**config.mk**
```make
export PLATFORM = sky130hd
export DESIGN_NAME = sync_fifo
export DESIGN_NICKNAME = d
export VERILOG_FILES = /design/src/rtl/sync_fifo.sv
export SDC_FILE = /design/constraint.sdc
export NUM_CORES = 1
export LEC_CHECK = 0
export CAP_MARGIN = 20
export CORE_MARGIN = 2
export CORE_UTILIZATION = 53
export DETAILED_ROUTE_END_ITERATION = 10
export PLACE_DENSITY = 0.89
export SYNTH_ARGS = -nofsm -noshare
export SYNTH_HDL_FRONTEND = slang
export SYNTH_SLANG_ARGS = --single-unit
```
**constraint.sdc**
```tcl
create_clock -name clk -period 2.8 [get_ports clk]
set_input_delay 0.42 -clock clk [delete_from_list [all_inputs] [get_ports clk]]
set_output_delay 0.42 -clock clk [all_outputs]
set_load 0.02 [all_outputs]
```
**src/rtl/sync_fifo.sv**
```systemverilog
// sync_fifo: parametrised single-clock FIFO with occupancy count, programmable
// almost-full/almost-empty thresholds and sticky overflow/underflow flags.
//
// Optional feature macro: FIFO_FWFT_EN
//   defined   -> first-word-fall-through: out shows the head entry whenever the
//                FIFO is non-empty (read latency 0)
//   undefined -> standard: a popped word appears on out one edge after the pop,
//                with a one-cycle out_valid pulse (read latency 1)
//
// Ports:
//   clk          rising-edge clock
//   rst          synchronous active-high reset
//   in           write data (WIDTH)
//   push, pop    write / read requests
//   out          read data (WIDTH)
//   out_valid    out carries valid data
//   is_empty     count == 0
//   is_full      count == DEPTH
//   almost_full  count >= AFULL_TH
//   almost_empty count <= AEMPTY_TH
//   count        occupancy 0..DEPTH (BASE+1 bits)
//   overflow     sticky: push rejected because full
//   underflow    sticky: pop rejected because empty
module sync_fifo #(
    parameter int unsigned WIDTH     = 8,
    parameter int unsigned BASE      = 2,
    parameter int unsigned AFULL_TH  = (32'd1 << BASE) - 32'd1,
    parameter int unsigned AEMPTY_TH = 1
) (
    input  logic             clk,
    input  logic             rst,
    input  logic [WIDTH-1:0] in,
    input  logic             push,
    input  logic             pop,
    output logic [WIDTH-1:0] out,
    output logic             out_valid,
    output logic             is_empty,
    output logic             is_full,
    output logic             almost_full,
    output logic             almost_empty,
    output logic [BASE:0]    count,
    output logic             overflow,
    output logic             underflow
);

    localparam int unsigned DEPTH = 32'd1 << BASE;
    localparam int unsigned CW    = BASE + 1;

    logic [WIDTH-1:0] mem [DEPTH];

    logic [BASE-1:0] wr_ptr_q, wr_ptr_d;
    logic [BASE-1:0] rd_ptr_q, rd_ptr_d;
    logic [CW-1:0]   count_q, count_d;
    logic            empty_q, full_q, afull_q, aempty_q;
    logic            ovf_q, udf_q;
    logic            push_ok, pop_ok;

    // Accept decisions and next occupancy, all from pre-edge state
    always_comb begin
        pop_ok   = 1'b0;
        push_ok  = 1'b0;
        wr_ptr_d = wr_ptr_q;
        rd_ptr_d = rd_ptr_q;
        count_d  = count_q;

        pop_ok  = pop && !empty_q;
        // A full FIFO can still take a push when a pop frees a slot this edge
        push_ok = push && (!full_q || pop_ok);

        if (push_ok) wr_ptr_d = wr_ptr_q + BASE'(1);
        if (pop_ok)  rd_ptr_d = rd_ptr_q + BASE'(1);

        case ({push_ok, pop_ok})
            2'b10:   count_d = count_q + CW'(1);
            2'b01:   count_d = count_q - CW'(1);
            default: count_d = count_q;
        endcase
    end

    // Pointers, occupancy and flags; flags are derived from the next count so
    // they always agree with count in the same cycle
    always_ff @(posedge clk) begin
        if (rst) begin
            wr_ptr_q <= '0;
            rd_ptr_q <= '0;
            count_q  <= '0;
            empty_q  <= 1'b1;
            full_q   <= 1'b0;
            afull_q  <= 1'b0;
            aempty_q <= 1'b1;
            ovf_q    <= 1'b0;
            udf_q    <= 1'b0;
        end else begin
            wr_ptr_q <= wr_ptr_d;
            rd_ptr_q <= rd_ptr_d;
            count_q  <= count_d;
            empty_q  <= (count_d == '0);
            full_q   <= (count_d == CW'(DEPTH));
            afull_q  <= (32'(count_d) >= AFULL_TH);
            aempty_q <= (32'(count_d) <= AEMPTY_TH);
            ovf_q    <= ovf_q | (push && !push_ok);
            udf_q    <= udf_q | (pop && !pop_ok);
        end
    end

    // Storage array; contents deliberately not reset
    always_ff @(posedge clk) begin
        if (!rst && push_ok) mem[wr_ptr_q] <= in;
    end

`ifdef FIFO_FWFT_EN
    // Head entry falls through; nothing is shown while empty
    always_comb begin
        out       = empty_q ? '0 : mem[rd_ptr_q];
        out_valid = !empty_q;
    end
`else
    logic [WIDTH-1:0] out_q;
    logic             out_valid_q;

    // Registered read port: popped word held until the next pop
    always_ff @(posedge clk) begin
        if (rst) begin
            out_q       <= '0;
            out_valid_q <= 1'b0;
        end else begin
            out_valid_q <= pop_ok;
            if (pop_ok) out_q <= mem[rd_ptr_q];
        end
    end

    always_comb begin
        out       = out_q;
        out_valid = out_valid_q;
    end
`endif

    always_comb begin
        is_empty     = empty_q;
        is_full      = full_q;
        almost_full  = afull_q;
        almost_empty = aempty_q;
        count        = count_q;
        overflow     = ovf_q;
        underflow    = udf_q;
    end

endmodule

```
==> out/metrics.csv <==
metric,value,unit
crit_type,in -> reg,
min_period,2530,ps
cts_root_buf,clkbuf_8,
rsz0062_at_grt,no,
fin_crit_sh,90.3,%
final_hold_viol_count,0,
setup_viol,0,
skew,7.33,ps
dieHeight,66.4,microns
vdd_drop_max,0.413,mV
dieArea,4400,sq um
slew_violations,0,
cp_max_fo,5,
power_leakage,0.873,nW
cts-resized-gates,0,
synth_fp_nets,161,
drive_above_1_share,12.4,%
routed_wl,3470,microns
syn_inst,143,
rows,22,
vias,1158,
hp-class,reg -> reg,
dp_hpwl,2480,microns
worstSetupEndpointType,flip-flop,
ant_nets,0,
holdWs,459,ps
fillers,253,
io_buffer_count,29,
finalPower,2.02,mW
fp.dieW,66.4,microns
ctsHoldBuffers,0,
start_kind,primary input,
area_delta_synth_final,20.8,%
synth-main-ff-cell,edfxtp_1,
yosysWarnings,0,
post_cts_buffers,0,
drtPass1Iterations,4,
numCtsBuffers,5,
synth_area,2060,sq um
final_common_cell,edfxtp_1,
grt_overflow,0,
drt_iter0_drc,94,
cts_sinks,54,
outcome,finished clean,
antenna_found_initial,0,
synth_seq_area_share,68.0,%
detail_route.vias_per_cell,5.12,
rr_worst_depth,10,
tightest_slew,617,ps
max-cap-violations,0,
cts_tree,done,
num-nets-final,195,
clock_path_buffers,2,
grt_max_degree,18,
grt_pass1_wl,5490,microns
arrival,2720,ps
gp_congestion,0.936,
io_pins,30,
max_slew_margin,58.8,%
syn_avg_cell_area,14.4,sq um
wire_per_inst,15.3,microns
power_density,810,nW/um^2
clk_latency,300,ps
htree_num_levels,2,
synth_seq_cells,54,
ys_async_sr_fraction,0,%
final_cell_mix,"edfxtp_1, clkdlybuf4s50_1, dfxtp_1, nand2_1, nor2_1",
worstPathRequired,3000,ps
drc,0,
core,3690,sq um
grt_pass1_vias,1169,
grt_use_total,17.7,%
hold_depth,2,
fmax,0.396,GHz
synth_cell_type_count,27,
start_util,55.9,%
synth_edf_count,32,
antenna_cells,0,
cts.reportedPaths.clkPinSlew,90,ps
-- state kept, by name, indices dropped and copies added (netlist names) --
name / count
wr_ptr_q: 2
rd_ptr_q: 2
is_full: 1
is_empty: 1
almost_empty: 1
count: 3
mem: 32
out: 8
overflow: 1
underflow: 1
out_valid: 1
almost_full: 1
-- synth_stat cells, drive strengths merged, types with 3 or more instances --
master  count  area [sq um]
ha          5          62.6
nand2      19          71.3
nor2       11          41.3
mux4        8           180
and2        4          25.0
edfxtp     32           961
clkbuf      3          21.3
buf         3          17.5
xor2        3          26.3
dfxtp      22           440
inv         7          26.3
a21oi      10          50.1
-- cell families after synthesis --
| group | count (synthesis) | share of synthesized area, % |
|---|---|---|
| compound gates | 12 | 3.28 |
| xor+xnor | 5 | 2.13 |
| fa+ha+maj | 6 | 4.01 |
| buf+inv | 13 | 3.16 |
| flops | 54 | 68.0 |
| mux | 10 | 9.96 |
| simple gates | 43 | 9.47 |
-- critical path: stages --
cell and delay [ps]:
clkdlybuf4s50_1 440, nand2b_1 160, a21boi_2 90, inv_1 100, ha_1 200, inv_1 70, fa_1 380, xor2_1 150
nor2_1 140, mux2_4 340, or2_1 230
-- per-stage QoR --
step / cells / worst slack [ps] / util, % / instance area [sq um] / TNS, ps
2_1_floorplan: 143 / 475 / - / 2060 / 0
3_3_place_gp: 218 / 133 / 65.1 / 2400 / 0
3_5_place_dp: 218 / -37.7 / 65.1 / 2400 / -37.7
4_1_cts: 226 / 282 / 67.5 / 2490 / 0
5_1_grt: 226 / 147 / 67.5 / 2490 / 0
6_report: 226 / 272 / 67.5 / 2490 / 0
-- final timing paths --
check	startpoint	end	slack (ps)
max	pop	almost_full	270
min	out[2]	out[2]	460
max reg2reg	is_empty	almost_full	440
min reg2reg	out[2]	out[2]	460
-- power by group --
| group | switching (mW) | internal (mW) |
|---|---|---|
| clock network | 0.239 | 0.178 |
| registers | 0.0789 | 0.938 |
| logic | 0.296 | 0.287 |
-- routing by layer --
layer	global-route usage, %	vias up	part of all wire [%]
met2	28.7	37	50
li1	-	565	-
met5	0	-	0
met1	21.4	550	43
met3	5.79	6	5.3
met4	8.16	0	1.5
-- area by class of cell --
| type | count | area, sq um | area share (%) |
|---|---|---|---|
| inverter | 7 | 26.3 | 1.06 |
| timing repair buffer | 33 | 320 | 12.9 |
| clock buffer | 6 | 72.6 | 2.92 |
| multi-input combinational | 76 | 594 | 23.9 |
| clock inverter | 2 | 13.8 | 0.553 |
| tap | 48 | 60.1 | 2.41 |
| sequential | 54 | 1400 | 56.3 |
(Power assumes the default switching activity.)
